## config.mk

```make
export PLATFORM = sky130hd
export DESIGN_NAME = elev_call_scheduler
export DESIGN_NICKNAME = d
export VERILOG_FILES = /design/src/rtl/elev_call_scheduler.sv
export SDC_FILE = /design/constraint.sdc
export NUM_CORES = 1
export LEC_CHECK = 0
export CORE_UTILIZATION = 35
export DETAILED_ROUTE_END_ITERATION = 16
export MAX_ROUTING_LAYER = met4
export PLACE_DENSITY_LB_ADDON = 0.12
export SYNTH_ARGS = -nofsm -noshare
export SYNTH_HDL_FRONTEND = slang
export SYNTH_SLANG_ARGS = --single-unit
```

## constraint.sdc

```tcl
create_clock -name clk -period 3.56 [get_ports clk]
set_clock_uncertainty 0.1 [all_clocks]
set_input_delay 0.712 -clock clk [delete_from_list [all_inputs] [get_ports clk]]
set_output_delay 0.712 -clock clk [all_outputs]
set_load 0.005 [all_outputs]
```

## src/rtl/elev_call_scheduler.sv

```systemverilog
// Four-floor elevator call scheduler: latches car and hall calls, sweeps up and down
// serving them, and drives a one-floor-at-a-time motion handshake plus a door dwell timer.
module elev_call_scheduler #(
  parameter int unsigned DOOR_TIME = 1900
) (
  input  logic       clk,
  input  logic       rst,
  input  logic [3:0] car_call,
  input  logic [3:0] hall_up,
  input  logic [3:0] hall_dn,
  output logic       mv_req,
  output logic       mv_dir,
  input  logic       mv_ack,
  output logic [1:0] cur_floor,
  output logic [1:0] dir_state,
  output logic       door_open,
  output logic [3:0] car_pend,
  output logic [3:0] up_pend,
  output logic [3:0] dn_pend
);

  typedef enum logic [2:0] {S_IDLE, S_MOVE, S_ARRIVE, S_DOOR, S_DECIDE} state_t;
  typedef enum logic [1:0] {D_IDLE = 2'b00, D_UP = 2'b01, D_DN = 2'b10} dir_t;

  localparam logic [15:0] DOOR_LAST = 16'(DOOR_TIME - 1);
  localparam logic [3:0]  ALL_ONES  = '1;

  state_t      state_q, state_n;
  dir_t        dir_q, dir_n;
  logic [1:0]  floor_q, floor_n;
  logic [15:0] cnt_q, cnt_n;
  logic [3:0]  car_q, up_q, dn_q;
  logic [3:0]  car_n, up_n, dn_n;

  logic [3:0]  car_eff, up_eff, dn_eff, any_eff;
  logic [3:0]  fbit, above_mask, below_mask;
  logic        above, below, here_any, car_here, up_here, dn_here;
  logic        going_up, ahead, behind, same_here, opp_here, end_floor;
  logic        clr_car, clr_up, clr_dn;
  dir_t        flip;

  // Decisions see this cycle's button presses as well as latched calls.
  assign car_eff    = car_q | car_call;
  assign up_eff     = up_q  | (hall_up & 4'b0111);
  assign dn_eff     = dn_q  | (hall_dn & 4'b1110);
  assign any_eff    = car_eff | up_eff | dn_eff;

  assign fbit       = 4'b0001 << floor_q;
  assign above_mask = 4'b1110 << floor_q;
  assign below_mask = ~(ALL_ONES << floor_q);
  assign above      = |(any_eff & above_mask);
  assign below      = |(any_eff & below_mask);
  assign here_any   = |(any_eff & fbit);
  assign car_here   = |(car_eff & fbit);
  assign up_here    = |(up_eff & fbit);
  assign dn_here    = |(dn_eff & fbit);

  assign going_up   = (dir_q == D_UP);
  assign ahead      = going_up ? above : below;
  assign behind     = going_up ? below : above;
  assign same_here  = going_up ? up_here : dn_here;
  assign opp_here   = going_up ? dn_here : up_here;
  assign end_floor  = going_up ? (floor_q == 2'd3) : (floor_q == 2'd0);
  assign flip       = going_up ? D_DN : D_UP;

  always_comb begin
    state_n   = state_q;
    dir_n     = dir_q;
    floor_n   = floor_q;
    cnt_n     = cnt_q;
    clr_car   = 1'b0;
    clr_up    = 1'b0;
    clr_dn    = 1'b0;
    mv_req    = 1'b0;
    door_open = 1'b0;

    unique case (state_q)
      S_IDLE: begin
        if (here_any) begin
          state_n = S_DOOR;
          cnt_n   = '0;
          clr_car = 1'b1;
          clr_up  = 1'b1;
          clr_dn  = 1'b1;
        end else if (above) begin
          dir_n   = D_UP;
          state_n = S_MOVE;
        end else if (below) begin
          dir_n   = D_DN;
          state_n = S_MOVE;
        end
      end

      S_MOVE: begin
        mv_req = 1'b1;
        if (mv_ack) begin
          if (going_up && floor_q != 2'd3)
            floor_n = floor_q + 2'd1;
          else if (dir_q == D_DN && floor_q != 2'd0)
            floor_n = floor_q - 2'd1;
          state_n = S_ARRIVE;
        end
      end

      S_ARRIVE: begin
        if (car_here || same_here || end_floor || (opp_here && !ahead)) begin
          state_n = S_DOOR;
          cnt_n   = '0;
          clr_car = 1'b1;
          if (going_up) clr_up = 1'b1;
          else          clr_dn = 1'b1;
          // Nothing left ahead: the hall call for the other way is answered by this stop.
          if (!ahead) begin
            if (going_up) clr_dn = 1'b1;
            else          clr_up = 1'b1;
            dir_n = flip;
          end
        end else begin
          state_n = S_MOVE;
        end
      end

      S_DOOR: begin
        door_open = 1'b1;
        clr_car   = 1'b1;
        if (dir_q == D_IDLE) begin
          clr_up = 1'b1;
          clr_dn = 1'b1;
        end else if (going_up) begin
          clr_up = 1'b1;
        end else begin
          clr_dn = 1'b1;
        end
        if (cnt_q == DOOR_LAST) begin
          state_n = S_DECIDE;
          cnt_n   = '0;
        end else begin
          cnt_n = cnt_q + 16'd1;
        end
      end

      S_DECIDE: begin
        if (dir_q == D_IDLE) begin
          if (above) begin
            dir_n   = D_UP;
            state_n = S_MOVE;
          end else if (below) begin
            dir_n   = D_DN;
            state_n = S_MOVE;
          end else if (here_any) begin
            state_n = S_DOOR;
            cnt_n   = '0;
            clr_car = 1'b1;
            clr_up  = 1'b1;
            clr_dn  = 1'b1;
          end else begin
            state_n = S_IDLE;
          end
        end else if (ahead) begin
          state_n = S_MOVE;
        end else if (behind) begin
          dir_n   = flip;
          state_n = S_MOVE;
        end else if (opp_here) begin
          if (going_up) clr_dn = 1'b1;
          else          clr_up = 1'b1;
          dir_n   = flip;
          state_n = S_DOOR;
          cnt_n   = '0;
        end else begin
          dir_n   = D_IDLE;
          state_n = S_IDLE;
        end
      end

      default: state_n = S_IDLE;
    endcase
  end

  // Clears only ever target the served floor, so clear beats set there and set wins elsewhere.
  assign car_n = car_eff & ~(clr_car ? fbit : 4'b0000);
  assign up_n  = up_eff  & ~(clr_up  ? fbit : 4'b0000);
  assign dn_n  = dn_eff  & ~(clr_dn  ? fbit : 4'b0000);

  always_ff @(posedge clk or posedge rst) begin
    if (rst) begin
      state_q <= S_IDLE;
      dir_q   <= D_IDLE;
      floor_q <= '0;
      cnt_q   <= '0;
      car_q   <= '0;
      up_q    <= '0;
      dn_q    <= '0;
    end else begin
      state_q <= state_n;
      dir_q   <= dir_n;
      floor_q <= floor_n;
      cnt_q   <= cnt_n;
      car_q   <= car_n;
      up_q    <= up_n;
      dn_q    <= dn_n;
    end
  end

  assign mv_dir    = going_up;
  assign dir_state = dir_q;
  assign cur_floor = floor_q;
  assign car_pend  = car_q;
  assign up_pend   = up_q;
  assign dn_pend   = dn_q;

endmodule

```

# Yosys cells after proc, flatten, opt, wreduce, memory -nomap -nowiden
# Index checks and enable logic that the tools add are counted.
totals:
  reg_bits: 35
  input_bits: 15
  out_inout_bits: 19
  elab_cells: 148
op_classes:
  n_addsub: 3
  eq_ne: 20
  shift: 3
  muxes: 73
  bitwise: 18
  n_reduce_logical: 24
ops:
  columns: ["operator", "count"]
  rows:
  - ["$mux 16", 9]
  - ["$pmux 16 s4", 1]
  - ["$mux 2", 19]
  - ["$and 4x4->4", 9]
  - ["$mux 1", 30]
  - ["$reduce_or 4->1", 6]
  - ["$mux 3", 6]
  - ["$add 16x1->16 const B", 1]
  - ["$eq 16x11->1 const B", 1]
  - ["$not 4->4", 4]
  - ["$or 4x4->4", 4]
  - ["$ne 3x3->1 const B", 5]
  - ["$pmux 3 s5", 1]
  - ["$mux 4", 3]
  - ["$ne 2x2->1 const B", 6]
  - ["$pmux 1 s4", 3]
  - ["$shl 4x2->4 const A", 2]
  - ["$reduce_and 7->1", 1]
  - ["$eq 3x2->1 const B", 2]
  - ["$pmux 2 s3", 1]
  - ["$reduce_and 3->1", 2]
  - ["$reduce_and 5->1", 1]
  - ["$eq 2x2->1 const B", 2]
  - ["$logic_not 2->1", 2]
  - ["15 further kinds", 20]

# Longest topological paths before layout
depth:
  depth_word: 14
  mapped_depth: 10
  depth_no_buf: 8

# Worst setup path before layout
# No wires, ideal clock.
synth_path:
  kind: "input port to flip-flop"
  start: "input port hall_up[0]"
  end: "register dir_q[0], in the netlist dir_state[0]"
  setup_ns: 0.127
  arrival_time_ns: 2.869
  required_time_ns: 3.333
  path_slack_ns: 0.463
  path_stages: 7
  path_buffers: 0
  cell_sequence: "or4_4 > or2_0 > mux4_2 > and3_4 > a211o_1 > nor2_1 > mux2_1"
synth_via:
  elab_chain_len: 11
  elab_cells_between_ends: 33
  classes_between: "eq/ne: 4; mux: 12; bitwise: 7; reduce/logical: 10"
synth_rtl:
  columns: ["element", "line_no", "rtl"]
  rows:
  - ["from (decl)", "9", "input logic [3:0] hall_up,"]
  - ["$or 4x3->4 *", "44", "assign up_eff = up_q | (hall_up & 4'b0111);"]
  - ["$or 4x4->4 (2 in a row)", "46", "assign any_eff = car_eff | up_eff | dn_eff;"]
  - ["$and 4x4->4 (on tied branches)", "52, 51", null]
  - ["$reduce_or 4->1 (on tied branches)", "52, 51", null]
  - ["$mux 1", "59", "assign ahead = going_up ? above : below;"]
  - ["$logic_not 1->1", null, null]
  - ["$logic_and 1x1->1", "106", "if (car_here || same_here || end_floor || (opp_here && !ahead)) begin"]
  - ["$logic_or 1x1->1", "106", null]
  - ["$ne 2x2->1 (no source line)", null, null]
  - ["$reduce_and 5->1 (no source line)", null, null]
  - ["to (signal assigned)", "196", "dir_q <= dir_n;"]
  - ["to (decl)", "29", "dir_t dir_q, dir_n;"]
# Every way passes the cells marked *; elsewhere a longest branch is shown, timed or not. The select of a mux whose other input is x is not followed.
# A chain may end at the register's enable or synchronous reset.

# Worst setup path in the final report
layout_path:
  start: "input port hall_up[2]"
  end: "register cnt_q[2]"
layout_via:
  elab_chain_len: 11
  elab_cells_between_ends: 32
  classes_between: "eq/ne: 6; mux: 9; bitwise: 7; reduce/logical: 10"
layout_rtl:
  columns: ["element", "line_no", "rtl"]
  rows:
  - ["$or 4x3->4 *", "44", null]
  - ["$or 4x4->4 (2 in a row)", "46", null]
  - ["$and 4x4->4 (on tied branches)", "52, 51", null]
  - ["$reduce_or 4->1 (on tied branches)", "52, 51", null]
  - ["$mux 1", "59", null]
  - ["$logic_not 1->1", null, null]
  - ["$logic_and 1x1->1", "106", null]
  - ["$logic_or 1x1->1", "106", null]
  - ["$ne 2x2->1 (no source line)", null, null]
  - ["$reduce_and 7->1 (no source line)", null, null]
  - ["to (signal assigned)", "198", "cnt_q <= cnt_n;"]
  - ["to (decl)", "31", "logic [15:0] cnt_q, cnt_n;"]
# Marks and branches as above.

==> metrics.md <==
| Metric | Value |
|---|---|
| Area of all placed cells without fillers | 3220 sq um |
| Post-Synthesis Net Count | 311 |
| Status | finished clean |
| Total detailed-routing wirelength | 6.91 mm |
| Post-Place Cell Area | 3100 sq um |
| Final weighted congestion in routability-driven placement | 0.905 |
| Vert. Die Dim | 85.9 microns |
| Number of different library cells in the post-synthesis netlist | 56 |
| Site row count | 30 |
| Top cells by area, synth | dfrtp_1, nor2_1, a21oi_1 |
| Count of warnings emitted by yosys | 0 |
| Final worst path period need | 3.43 ns |
| Die Footprint | 7370 sq um |
| Final period utilization | 0.963 |
| CP bufs+invs | 3 |
| EDFF count, synth | 0 |
| Leakage power summed over all cells | 1.29 nW |
| Detailed-route DRC error count | 0 |
| Antenna violations before repair | 0 |
| Most frequent cells in the layout | nor2_1, dfrtp_1, buf_4, clkdlybuf4s50_1, nand2_1 |
| Total negative slack | 0 ns |
| Top cell family by delay on the critical path | compound AO/OA/AOI/OAI gates |
| Clock Root Buffer | clkbuf_8 |
| Count of buffers from port buffering | 31 |
| Area of the mapped netlist | 2460 sq um |
| Post-detailed-placement half-perimeter wirelength | 5.14 mm |
| Most common cell after layout, fill and taps aside | nor2_1 |
| Syn_area_per_cell | 8.34 sq um |
| H-tree depth reported by CTS | 2 |
| Required time worst endpoint | 3.70 ns |
| Fraction of synthesized cell area taken by the top area cell type | 0.356 |
| Wire length of the first global-routing pass | 11.8 mm |
| Number of instances in the placed design | 443 |
| Count of TritonRoute iterations in the first routing pass | 5 |
| Grt total ovfl | 0 |
| Class of the most critical setup path | input port to flop |
| I/O Pins | 34 |
| Classification of the worst-slack hold path | flop to flop |
| Cell internal power dissipation | 1.30 mW |
| Number of nets in the layout | 370 |
| Number of sinks handled by clock tree synthesis | 35 |
| Synth async-reset ratio | 1.00 |
| Seq cells post-synth | 35 |
| Fin. max-slew vios | 0 |
| Crit path max fanout | 14 |
| Portion of the post-synthesis area used by sequential elements | 0.356 |
| Arrival time at the worst endpoint | 3.56 ns |
| Series of cell instances along the critical path | clkdlybuf4s50_1 > or2_2 > mux4_2 > inv_1 > o311ai_4 > o31ai_2 > buf_4 > nor3_1 > nor2_1 |
| CP Launch Type | input port |
| Clock transition at path regs | 0.08 ns |
| Proportion of power drawn by flip-flops and latches | 0.277 |
| Top_reg_cell synth | dfrtp_1 |
| Cells after Synth | 295 |
| Overall power | 2.26 mW |
| Number of endpoints failing setup at the final stage | 0 |
| Critical Path Max Stage Delay | 0.95 ns |
| TritonCTS clock tree | done |
| Worst vdd ir | 0.354 mV |
| Core outline area | 6790 sq um |
| Final hold violations | 0 |
| Relative slew margins | 0.242 |
| Average routed wire per standard cell | 15.3 microns |
| Area growth from synthesis to layout | 30.7% |
| Ratio of total power to cell area | 702 nW/um^2 |
| Clock Path Buffers | 2 |
| Combinational fraction of design power | 0.561 |
| Top cell type by total area after synthesis | dfrtp_1 |
| Setup repair after global routing missed its margin | true |
| Switching power of the nets | 0.955 mW |
| Achievable frequency | 0.292 GHz |
| Largest net degree at the start of global routing | 26 |
| GRT Util Overall | 0.212 |
| Clock latency reported for the late side of the worst-skew pair | 0.30 ns |
| Fraction of final layout cells sized beyond drive strength 1 | 0.192 |
| Max-cap violations | 0 |
| Critical-path top delay cell | o31ai_2 |
| Clock network fraction of total power | 0.163 |
| Chip Width | 85.9 microns |
| Vias | 2465 |
| Diodes inserted | 0 |
| Drt via density | 5.47 |
| Number of antenna-violating nets in the routed design | 0 |
| Non-filler cells in the finished layout | 451 |
| Proportion of total power due to net switching | 0.423 |
| Vias in the first global route | 2339 |
| Number of clock buffers inserted by TritonCTS | 5 |
| DR iter-0 viols | 116 |
| Worst Max-Slew Pin Slew | 1.13 ns |
| Initial Utilization | 0.362 |
| Sort of element at the end of the critical path | flop |
[routing by layer]
metal,wire length [microns],vias to the layer above,track usage
li1,-,1230,-
met1,3500,1157,0.314
met2,3030,71,0.298
met3,309,7,0.0298
met4,73,0,0.0621
met5,0,-,-
[worst paths after layout]
path | startpoint | end | slack, ns | cells after the start
max reg2reg | cur_floor[0] | cnt_q[2] | 0.43 | 9
max | hall_up[2] | cnt_q[2] | 0.13 | 9
min | cnt_q[15] | cnt_q[15] | 0.42 | 1
min reg2reg | cnt_q[15] | cnt_q[15] | 0.42 | 1
max in group asynchronous | rst | state_q[2] | 2.08 | 3
min in group asynchronous | rst | car_pend[1] | 0.60 | 2
[Yosys cell counts, drive strengths merged, types with 2 or more instances]
master   instances
nor2            36
dfrtp           35
nand2           29
a21oi           24
o21ai           23
nor3            17
or2             12
clkbuf           9
a31oi            8
and3             8
o31ai            7
buf              6
inv              6
or4              6
a21boi           5
and2             5
nor4             5
mux4             4
nand3            4
nand4            4
o22ai            4
a211oi           3
o2111ai          3
o32a             3
a211o            2
a41oi            2
mux2             2
mux2i            2
nand2b           2
nor2b            2
o311ai           2
o31a             2
[timing repair]
item,4_1_cts,5_1_grt
hold buffers,0,0
gates resized for setup,0,0
setup endpoints to repair,0,2
setup buffers,0,0
[cells by family (layout without fill, tap and decap cells)]
kind of cell / after synthesis / in the layout / synth area share
compound gates: 98 / 98 / 0.281
simple gates: 131 / 131 / 0.265
mux: 8 / 8 / 0.0539
flops: 35 / 35 / 0.356
fa+ha+maj: 1 / 1 / 0.00508
buf+inv: 22 / 82 / 0.0391
[power groups by stage]
| stage | combinational (mW) | clock (mW) | sequential [mW] |
|---|---|---|---|
| finish | 1.27 | 0.368 | 0.625 |
| global placement | 1.26 | 0 | 0.632 |
| detailed placement | 1.26 | 0 | 0.632 |
| floorplan | 0.772 | 0 | 0.579 |
| CTS | 1.27 | 0.379 | 0.625 |
| global route | 1.41 | 0.393 | 0.646 |
[sequential cells by signal (all words and copies together), names as in the netlist]
signal,flops
cnt_q,16
car_pend,4
dn_pend,4
up_pend,4
state_q,3
cur_floor,2
dir_state,2
[cell type report]
| cell class | instances | area, sq um |
|---|---|---|
| clock buffer | 5 | 68.8 |
| clock inverter | 3 | 43.8 |
| fill | 675 | 3580 |
| inverter | 7 | 26.3 |
| multi-input combinational | 238 | 1490 |
| sequential | 35 | 876 |
| tap | 96 | 120 |
| timing repair buffer | 67 | 593 |
[per-stage QoR]
stage | util | setup WS [ns] | hold WS, ns
2_1_floorplan | - | 0.463 | 0.352
3_5_place_dp | 0.457 | -0.170 | 0.392
4_1_cts | 0.473 | 0.141 | 0.405
5_1_grt | 0.473 | -0.0289 | 0.469
6_report | 0.473 | 0.132 | 0.416
3_3_place_gp | 0.457 | -0.120 | 0.381
(Power assumes the default switching activity.)
